==> src/rtl/jump_king_pkg.sv <==
// Shared definitions for the jump king keyboard path: PS/2 scan codes,
// decoder state encoding and the frame validity check.
package jump_king_pkg;

  localparam logic [7:0] SC_EXT   = 8'hE0;
  localparam logic [7:0] SC_BRK   = 8'hF0;
  localparam logic [7:0] SC_SPACE = 8'h29;
  localparam logic [7:0] SC_LEFT  = 8'h6B;
  localparam logic [7:0] SC_RIGHT = 8'h74;

  typedef enum logic [1:0] {
    IDLE,
    EXT,
    BRK,
    EXT_BRK
  } dec_state_t;

  // Frame layout: [0] start, [8:1] data LSB first, [9] odd parity, [10] stop.
  function automatic logic frame_ok(input logic [10:0] f);
    return ~f[0] & f[10] & (^f[9:1]);
  endfunction

endpackage

==> src/rtl/ps2_rx.sv <==
// PS/2 device-to-host receiver: line synchronizers, 11-bit framing, parity
// check and a stall timeout that drops partial frames.
module ps2_rx
  import jump_king_pkg::*;
#(
  parameter int TIMEOUT_CYCLES = 65000,
  parameter int SYNC_STAGES    = 2
) (
  input  logic       clk,
  input  logic       rst,
  input  logic       ps2_clk,
  input  logic       ps2_data,
  output logic [7:0] code,
  output logic       byte_stb,
  output logic       frame_err
);

  localparam int TW = $clog2(TIMEOUT_CYCLES + 1);

  logic [SYNC_STAGES-1:0] clk_sync;
  logic [SYNC_STAGES-1:0] data_sync;
  logic                   clk_prev;
  logic                   clk_cur;
  logic                   data_cur;
  logic                   fall;
  logic [3:0]             bit_cnt;
  logic [TW-1:0]          tmo_cnt;
  logic [10:0]            shift_q;
  logic [10:0]            frame_next;

  assign clk_cur    = clk_sync[SYNC_STAGES-1];
  assign data_cur   = data_sync[SYNC_STAGES-1];
  assign fall       = clk_prev & ~clk_cur;
  assign frame_next = {data_cur, shift_q[10:1]};

  always_ff @(posedge clk or posedge rst) begin
    if (rst) begin
      clk_sync  <= '1;
      data_sync <= '1;
      clk_prev  <= 1'b1;
      bit_cnt   <= 4'd0;
      tmo_cnt   <= '0;
      byte_stb  <= 1'b0;
      frame_err <= 1'b0;
    end else begin
      clk_sync  <= (clk_sync << 1) | SYNC_STAGES'(ps2_clk);
      data_sync <= (data_sync << 1) | SYNC_STAGES'(ps2_data);
      clk_prev  <= clk_cur;
      byte_stb  <= 1'b0;
      frame_err <= 1'b0;
      if (fall) begin
        tmo_cnt <= '0;
        if (bit_cnt == 4'd10) begin
          bit_cnt <= 4'd0;
          if (frame_ok(frame_next)) byte_stb  <= 1'b1;
          else                      frame_err <= 1'b1;
        end else begin
          bit_cnt <= bit_cnt + 4'd1;
        end
      end else if (bit_cnt != 4'd0) begin
        // A stalled partial frame is dropped silently.
        if (tmo_cnt == TW'(TIMEOUT_CYCLES - 1)) begin
          bit_cnt <= 4'd0;
          tmo_cnt <= '0;
        end else begin
          tmo_cnt <= tmo_cnt + TW'(1);
        end
      end else begin
        tmo_cnt <= '0;
      end
    end
  end

  // Frame data is qualified by byte_stb, so it carries no reset.
  always_ff @(posedge clk) begin
    if (fall) shift_q <= frame_next;
    if (fall && bit_cnt == 4'd10) code <= frame_next[8:1];
  end

endmodule

==> src/rtl/key_decoder.sv <==
// Turns PS/2 set-2 scan codes into held-key levels for Space, Left and Right.
module key_decoder
  import jump_king_pkg::*;
#(
  parameter int TIMEOUT_CYCLES = 65000,
  parameter int SYNC_STAGES    = 2
) (
  input  logic clk,
  input  logic rst,
  input  logic ps2_clk,
  input  logic ps2_data,
  output logic key_space,
  output logic key_left,
  output logic key_right,
  output logic frame_err
);

  logic [7:0] code;
  logic       byte_stb;
  dec_state_t state, state_n;
  logic       space_n, left_n, right_n;

  ps2_rx #(
    .TIMEOUT_CYCLES(TIMEOUT_CYCLES),
    .SYNC_STAGES   (SYNC_STAGES)
  ) u_rx (
    .clk      (clk),
    .rst      (rst),
    .ps2_clk  (ps2_clk),
    .ps2_data (ps2_data),
    .code     (code),
    .byte_stb (byte_stb),
    .frame_err(frame_err)
  );

  always_ff @(posedge clk or posedge rst) begin
    if (rst) begin
      state     <= IDLE;
      key_space <= 1'b0;
      key_left  <= 1'b0;
      key_right <= 1'b0;
    end else begin
      state     <= state_n;
      key_space <= space_n;
      key_left  <= left_n;
      key_right <= right_n;
    end
  end

  always_comb begin
    state_n = state;
    space_n = key_space;
    left_n  = key_left;
    right_n = key_right;
    if (frame_err) begin
      // A corrupted byte may have been a prefix; resynchronize on the next one.
      state_n = IDLE;
    end else if (byte_stb) begin
      case (state)
        IDLE: begin
          if      (code == SC_EXT)   state_n = EXT;
          else if (code == SC_BRK)   state_n = BRK;
          else if (code == SC_SPACE) space_n = 1'b1;
        end
        EXT: begin
          state_n = IDLE;
          if      (code == SC_BRK)   state_n = EXT_BRK;
          else if (code == SC_EXT)   state_n = EXT;
          else if (code == SC_LEFT)  left_n  = 1'b1;
          else if (code == SC_RIGHT) right_n = 1'b1;
        end
        BRK: begin
          state_n = IDLE;
          if (code == SC_SPACE) space_n = 1'b0;
        end
        default: begin
          state_n = IDLE;
          if      (code == SC_LEFT)  left_n  = 1'b0;
          else if (code == SC_RIGHT) right_n = 1'b0;
        end
      endcase
    end
  end

endmodule

==> config.mk <==
export PLATFORM = sky130hd
export DESIGN_NAME = key_decoder
export DESIGN_NICKNAME = d
export VERILOG_FILES = /design/src/rtl/jump_king_pkg.sv /design/src/rtl/ps2_rx.sv /design/src/rtl/key_decoder.sv
export SDC_FILE = /design/constraint.sdc
export NUM_CORES = 1
export LEC_CHECK = 0
export BUFFER_PORTS_ARGS = -buffer_cell sky130_fd_sc_hd__buf_2
export CELL_PAD_IN_SITES_DETAIL_PLACEMENT = 1
export CELL_PAD_IN_SITES_GLOBAL_PLACEMENT = 1
export CORE_MARGIN = 2
export CORE_UTILIZATION = 53
export CTS_CLUSTER_DIAMETER = 50
export DETAILED_ROUTE_END_ITERATION = 6
export MAX_ROUTING_LAYER = met4
export PLACE_DENSITY = 0.83
export SYNTH_ARGS = -nofsm -noshare
export SYNTH_HDL_FRONTEND = slang
export SYNTH_SLANG_ARGS = --single-unit
==> constraint.sdc <==
create_clock -name clk -period 4.7 [get_ports clk]
set_input_delay 0 -clock clk [delete_from_list [all_inputs] [get_ports clk]]
set_output_delay 0 -clock clk [all_outputs]
set_load 0.02 [all_outputs]
Word-level counts from Yosys, hierarchy flattened
Index checks and enable logic that the tools add are counted.
Storage, ports and cells
  register bits after elaboration: 51
  bits in latches: 0
  bits in writable memories: 0
  ROM bits: 0
  bits of input ports: 4
  output and inout bits: 4
  logic and storage cells: 92
  memories: 0
Cells by class
  $add $sub $neg: 2
  $mul: 0
  div/mod/pow operators: 0
  $lt $le $gt $ge: 0
  eq/ne operators: 16
  shift-type cells: 0
  muxes and demuxes: 37
  bitwise operators: 10
  reductions and logical operators: 14
Operator list (count)
  $mux W16: 3
  $mux W1: 21
  $add A16 B1 Y16 const B: 1
  $eq A16 B16 Y1 const B: 1
  $eq A8 B7 Y1 const B: 2
  $eq A8 B8 Y1 const B: 2
  $mux W4: 4
  $reduce_and A7 Y1: 2
  $ne A2 B2 Y1 const B: 6
  $mux W2: 5
  $reduce_xor A9 Y1: 1
  $eq A8 B6 Y1 const B: 1
  $reduce_bool A2 Y1: 4
  $pmux W1 S2: 3
  $reduce_and A6 Y1: 1
  $not A1 Y1: 5
  $add A4 B1 Y4 const B: 1
  $eq A4 B4 Y1 const B: 1
  $ne A4 B3 Y1 const B: 1
  $or A2 B1 Y2: 2
  $pmux W2 S2: 1
  $reduce_and A2 Y1: 2
  $reduce_bool A4 Y1: 1
  $and A1 B1 Y1: 3
  5 further kinds: 5

Logic depth before layout (Yosys ltp)
Gate-level depths: netlist of run 1.
  word-level depth: 6
  depth in mapped cells: 7
  depth with buffers taken out: 6

By module
Synthesis of run 1 repeated with hierarchy kept, for this count alone.
Second synthesis, totals
  cell total of the unflattened synthesis: 181
  area, all modules: 2242.2 µm²
Modules (own cells, without submodules)
  ps2_rx: instances 1, cells each 151, area an instance 1925.6 µm²
  key_decoder: instances 1, cells each 30, area an instance 316.6 µm²

Worst setup path before layout of run 1
No wires, ideal clock.
  path type: flip-flop to flip-flop
  from: register u_rx.clk_sync[1]
  to: register u_rx.tmo_cnt[12]
  setup time: 71 ps
  data arrival time: 1581 ps
  required time: 4629 ps
  path slack: 3048 ps
  stages on the path, launching flop included: 7
  buffers on the path: 2
  clock period less this slack: 1652 ps
  cells stage by stage: dfstp_2 nand2b_2 inv_1 or3_1 buf_6 buf_8 nor2_1
On the way
  cells in the longest elaborated chain, start to end: 3
Ends and longest elaborated chain
  start: declaration: RTL line ps2_rx.sv:20  | logic [SYNC_STAGES-1:0] clk_sync;
  start signal: assignment: RTL line ps2_rx.sv:46  | clk_sync <= (clk_sync << 1) | SYNC_STAGES'(ps2_clk);
  $not A1 Y1: RTL line ps2_rx.sv:33  | assign fall = clk_prev & ~clk_cur;
  $and A1 B1 Y1: RTL line ps2_rx.sv:33
  net u_rx.fall: RTL line ps2_rx.sv:25  | logic fall;
  $mux W16: RTL line ps2_rx.sv:51  | if (fall) begin
  end signal: assignment: RTL line ps2_rx.sv:66  | tmo_cnt <= tmo_cnt + TW'(1);
  end: declaration: RTL line ps2_rx.sv:27  | logic [TW-1:0] tmo_cnt;
The timed path passes the listed nets, and every way through them passes these cells.
A chain may end at the register's enable or synchronous reset.

Worst setup path after layout of run 1
  from: register u_rx.clk_sync[1]
  to: register u_rx.tmo_cnt[6]
The elaborated chain is that of the path after synthesis.

==> out/results.tsv, run 1 <==
metric	value	unit
worstPathRequired	4.93	ns
grt_overflow	0	
initial_core_util	54.9	%
post-place-ws	2.83	ns
via_per_inst	5.51	
crit_path_end_kind	flip-flop	
drt.antenna.violating_nets	0	
synth_top_area_share	31.0	%
ys_types	38	
cts-buffers-inserted	5	
cts_tree	done	
gp_congestion	0.777	
slew_headroom	64.0	%
synth.area.top_cells	dfrtp_1 31%, edfxtp_1 25%, xnor2_1 7.2%, dfstp_2 6.0%, nor2_1 3.3%	
hold_ws	0.331	ns
drt_wl_total	4.08	mm
io_buffer_count	7	
die_y	68.1	um
grtUsageTotal	21.3	%
area_growth	9.70	%
io_pins	8	
cp_data_arrival_time	2.09	ns
syn_nets	184	
dieArea	4640	sq um
postSynthCellCount	176	
antenna_cells	0	
setup_viol	0	
skew	0.00983	ns
crit_fanout	16	
synth_seq_cells	50	
setup-tns-final	0	ns
netSwitchingFraction	26.5	%
p_sw	0.251	mW
internal_power	0.695	mW
dp_hpwl	3.00	mm
grt_pass1_vias	1428	
ys_warn_count	0	
fp-row-count	23	
die_x	68.1	um
synth_edf_count	18	
nNetsFinal	199	
drc	0	
grt_antenna_before_repair	0	
drt-initial-drc-count	35	
grt_pass1_wl	6.74	mm
root_buffer	clkbuf_8	
ir_drop	0.000181	V
yosysSeqAreaShare	61.8	%
start_kind	flip-flop	
period_share	39.7	%
min_path_type	in2async	
core	3970	sq um
syn-cell-area	2180	sq um
drive_gt1_share	14.1	%
cap_violations	0	
final_hold_viol_count	0	
power_frac_clock	31.1	%
fin_total_pwr	0.945	mW
drv_slew	0	
seqCellArea	1350	sq um
yosys.area.top_type	dfrtp_1	
synthFlopType	dfrtp_1	
clock_latency	0.30	ns
critPathKind	reg2reg	
power_frac_comb	13.3	%
clock.fmax	537	MHz
fin_crit	1.86	ns
htreeDepth	2	
via_count	1333	
grt_max_degree	33	
syn_area_per_cell	12.4	sq um
worst_slew_pin_slew	0.540	ns
rsz0062_at_grt	false	
synthArstFlopShare	64.0	%
p_leak	0.965	nW
post_cts_buffers	0	
num-fill-cells	403	
p_seq_share	55.6	%
multi_input_area	753	sq um
clock_path_buffers	2	
status	finished clean	
wire_per_inst	16.8	um
clk_pin_slew	0.09	ns
worst_slack	2.84	ns
pwr_density_cell	395	nW/um^2
dr.pass1.iters	4	
cts_sinks	50	
post_cts_resize_count	0	
[state kept, by name, indices dropped and copies added (netlist names), 2 cells and up]
register        count
u_rx.bit_cnt        4
u_rx.shift_q       10
u_rx.data_sync      2
u_rx.code           8
u_rx.tmo_cnt       16
u_rx.clk_sync       2
state               2
[per-layer routing]
| layer | global-route usage, % | part of all wire (%) |
|---|---|---|
| met4 | 6.00 | 0.56 |
| met2 | 37.0 | 54 |
| met1 | 24.4 | 43 |
| met5 | - | 0 |
| met3 | 5.43 | 2.1 |
[power by group through the flow]
| stage | registers, mW | logic [mW] | clock network, mW |
|---|---|---|---|
| final | 0.526 | 0.125 | 0.294 |
| after global routing | 0.533 | 0.142 | 0.321 |
| after CTS | 0.526 | 0.127 | 0.302 |
| after detailed placement | 0.534 | 0.122 | 0 |
| after global placement | 0.531 | 0.111 | 0 |
| after floorplan | 0.519 | 0.121 | 0 |
[cells in the mapped netlist (2+ instances only)]
| master | instances |
|---|---|
| nor2_1 | 19 |
| nor2b_1 | 3 |
| inv_1 | 12 |
| xor2_1 | 3 |
| edfxtp_1 | 18 |
| nand4_1 | 6 |
| nor4_1 | 4 |
| nor3b_1 | 4 |
| and3_1 | 2 |
| o22ai_1 | 2 |
| mux2_2 | 3 |
| nand3_1 | 7 |
| ha_1 | 4 |
| nor3_1 | 7 |
| or3_1 | 2 |
| xnor2_1 | 18 |
| nand2_1 | 9 |
| a21oi_1 | 2 |
| dfrtp_1 | 27 |
| and4_1 | 2 |
| dfstp_2 | 5 |
[metrics by stage]
step                instance area, sq um  std cells  util [%]
floorplan                           2180        176         -
global placement                    2250        231      56.7
detailed placement                  2250        231      56.7
CTS                                 2390        242      60.2
global route                        2390        242      60.2
finish                              2390        242      60.2
[worst max-delay path, stage by stage, from the launching register on]
cell and delay, ns:
dfstp_2 0.54, nand2b_2 0.16, inv_1 0.22, or3_1 0.68, nor2_1 0.19
[final cells by class]
cell class / instances / share of cell area (%)
multi-input cells: 111 / 31.5
flip-flops and latches: 50 / 56.4
repair buffers: 11 / 3.04
well taps: 50 / 2.62
clock buffers: 6 / 3.04
inverters: 12 / 1.88
clock inverters: 2 / 1.57
[cells in the final DEF, fill, tap and decap left out, types with 2 or more instances in the layout]
| master | netlist | layout |
|---|---|---|
| buf_2 | 0 | 7 |
| edfxtp_1 | 18 | 18 |
| nor3b_1 | 4 | 4 |
| or3_1 | 2 | 2 |
| o22ai_1 | 2 | 2 |
| mux2_2 | 3 | 3 |
| ha_1 | 4 | 4 |
| a21oi_1 | 2 | 2 |
| and4_1 | 2 | 2 |
| clkbuf_8 | 0 | 5 |
| nand3_1 | 7 | 7 |
| nor2b_1 | 3 | 3 |
| dlygate4sd3_1 | 0 | 3 |
| xnor2_1 | 18 | 18 |
| dfrtp_1 | 27 | 27 |
| xor2_1 | 3 | 3 |
| nand4_1 | 6 | 6 |
| nand2_1 | 9 | 9 |
| nor3_1 | 7 | 7 |
| and3_1 | 2 | 2 |
| nor2_1 | 19 | 19 |
| nor4_1 | 4 | 4 |
| inv_1 | 12 | 12 |
| dfstp_2 | 5 | 5 |
[cells by family after synthesis]
kind of cell | after synthesis | share of synthesized area, %
simple gates | 72 | 18.1
flops | 50 | 61.8
xor+xnor | 22 | 9.47
buf+inv | 15 | 3.62
compound gates | 10 | 3.10
fa+ha+maj | 4 | 2.30
mux | 3 | 1.55
[path summary, 6_finish.rpt]
kind                       depth (start not counted)  slack, ns              from                end
min reg2reg                                        0       0.37  u_rx.clk_sync[1]      u_rx.clk_prev
max reg2reg                                        4       2.84  u_rx.clk_sync[1]    u_rx.tmo_cnt[6]
min                                                4       0.33               rst    u_rx.bit_cnt[2]
min in group clk                                   2       0.35          ps2_data  u_rx.data_sync[0]
max in group asynchronous                          4       4.03               rst  u_rx.data_sync[1]
max                                                4       2.84  u_rx.clk_sync[1]    u_rx.tmo_cnt[6]
[repair_timing]
item | 4_1_cts | 5_1_grt
hold buffers | 3 | 0
endpoints found under the setup margin | 0 | 0
hold endpoints to repair | 29 | 0
No activity file was read; power rests on OpenSTA's default activity.
==> inputs of run 2 (changes only) <==
- CORE_UTILIZATION: 53 -> 45
- PLACE_DENSITY: 0.83 -> 0.75
- clock period: 4.7 -> 1.6 ns (I/O delays scaled with it)
==> out/results.tsv, run 2 (synthesis results as in run 1) <==
metric	value	unit
die_y	73.6	um
grt_antenna_before_repair	0	
p_leak	1.02	nW
most-common-layout-cells	27 x dfrtp_1, 18 x edfxtp_1, 17 x xnor2_1	
clk_pin_slew	0.09	ns
internal_power	2.00	mW
top_layer	met4	
final_area	2520	sq um
cp_data_arrival_time	1.79	ns
period_share	97.0	%
slew_headroom	73.3	%
start_kind	flip-flop	
initial_core_util	46.5	%
p_seq_share	54.8	%
grt_overflow	0	
cts_tree	done	
min_path_type	in2async	
post-place-ws	-0.0878	ns
largest_registers	u_rx.tmo_cnt (16), u_rx.shift_q (10), u_rx.code (8)	
grt_pass1_vias	1490	
grtUsageTotal	17.9	%
crit_fanout	8	
fin_crit	1.55	ns
worst_slew_pin_slew	0.401	ns
largest-register	u_rx.tmo_cnt	
via_count	1399	
largest_reg_flops	16	
drt-initial-drc-count	57	
skew	0.00784	ns
setup_viol	0	
area_growth	15.6	%
worstPathRequired	1.84	ns
wl_met2	2.02	mm
cts_sinks	50	
status	finished clean	
rsz0062_at_grt	true	
drt_wl_total	4.06	mm
cap_violations	0	
dieArea	5420	sq um
drv_slew	0	
final_cells	255	
met3WireLength	111	um
nNetsFinal	208	
io_pins	8	
ir_drop	0.000698	V
grt_max_degree	33	
grt_pass1_wl	7.02	mm
setup-tns-final	0	ns
clock.fmax	644	MHz
clock_latency	0.31	ns
postPlaceCellArea	2320	sq um
fin_util	53.7	%
dr.pass1.iters	4	
htreeDepth	2	
drive_gt1_share	24.9	%
worst_slack	0.0477	ns
die_x	73.6	um
cts-buffers-inserted	5	
power_frac_comb	19.6	%
final_common_cell	dfrtp_1	
crit_path_end_kind	flip-flop	
antenna_cells	0	
wire_per_inst	15.9	um
via_per_inst	5.49	
p_sw	0.787	mW
fp-row-count	25	
netSwitchingFraction	28.3	%
core	4690	sq um
drt.antenna.violating_nets	0	
dp_hpwl	2.93	mm
final_hold_viol_count	0	
drc	0	
power_frac_clock	25.6	%
dp.cells	243	
pwr_density_cell	1110	nW/um^2
root_buffer	clkbuf_8	
met1_length	1.84	mm
gp_congestion	0.916	
io_buffer_count	7	
clock_path_buffers	2	
critPathKind	reg2reg	
[run 2: cell count changes in the layout (fill, tap and decap cells not counted), moves of 3 or more]
cell and change:
buf_4 +7, nor4_1 -4, nor2_1 -3, nor2_2 +3, nor4_2 +3
[run 2: power by group through the flow]
stage,clock (mW),sequential [mW],combinational [mW]
final,0.712,1.53,0.546
after global placement,0,1.53,0.426
after CTS,0.737,1.52,0.475
after detailed placement,0,1.54,0.463
after global routing,0.798,1.54,0.618
after floorplan,0,1.52,0.356
[run 2: layout make-up]
cell class	instances	area, sq um
fillers	486	2170
clock buffers	6	72.6
multi-input cells	111	827
repair buffers	20	148
inverters	12	47.5
clock inverters	2	10.0
flip-flops and latches	50	1350
well taps	54	67.6
[run 2: timing repair]
item,CTS,global route
endpoints found under the hold margin,29,0
setup endpoints to repair,9,29
setup buffers,0,1
gates resized for setup,1,18
hold buffers,3,0
pin swaps,0,2
[run 2: path summary, 6_finish.rpt]
path	slack, ns	start	depth (start not counted)	to
max	0.05	u_rx.tmo_cnt[1]	6	u_rx.tmo_cnt[11]
min in group clk	0.33	ps2_data	2	u_rx.data_sync[0]
min	0.32	rst	4	u_rx.tmo_cnt[8]
max in group asynchronous	0.95	rst	4	u_rx.clk_sync[1]
max reg2reg	0.05	u_rx.tmo_cnt[1]	6	u_rx.tmo_cnt[11]
min reg2reg	0.36	u_rx.clk_sync[0]	0	u_rx.clk_sync[1]
[run 2: worst max-delay path, cell delays in order, from the launching register on]
cell	delay, ns
dfrtp_1	0.45
ha_4	0.20
nand4bb_1	0.16
nor4_4	0.06
or3_4	0.35
buf_6	0.15
nor2_1	0.12
[run 2: metrics by stage]
step / total power [mW] / hold slack [ns]
finish: 2.79 / 0.318
CTS: 2.73 / 0.323
floorplan: 1.88 / 0.00448
global route: 2.96 / 0.334
detailed placement: 2.01 / 0.110
global placement: 1.95 / 0.0963
[run 2: routing by layer]
metal  track usage (%)  vias up
met3              5.49        9
li1                  -      662
met4              6.87        0
met2              27.2       16
met1              22.5      712
met5                 -        -
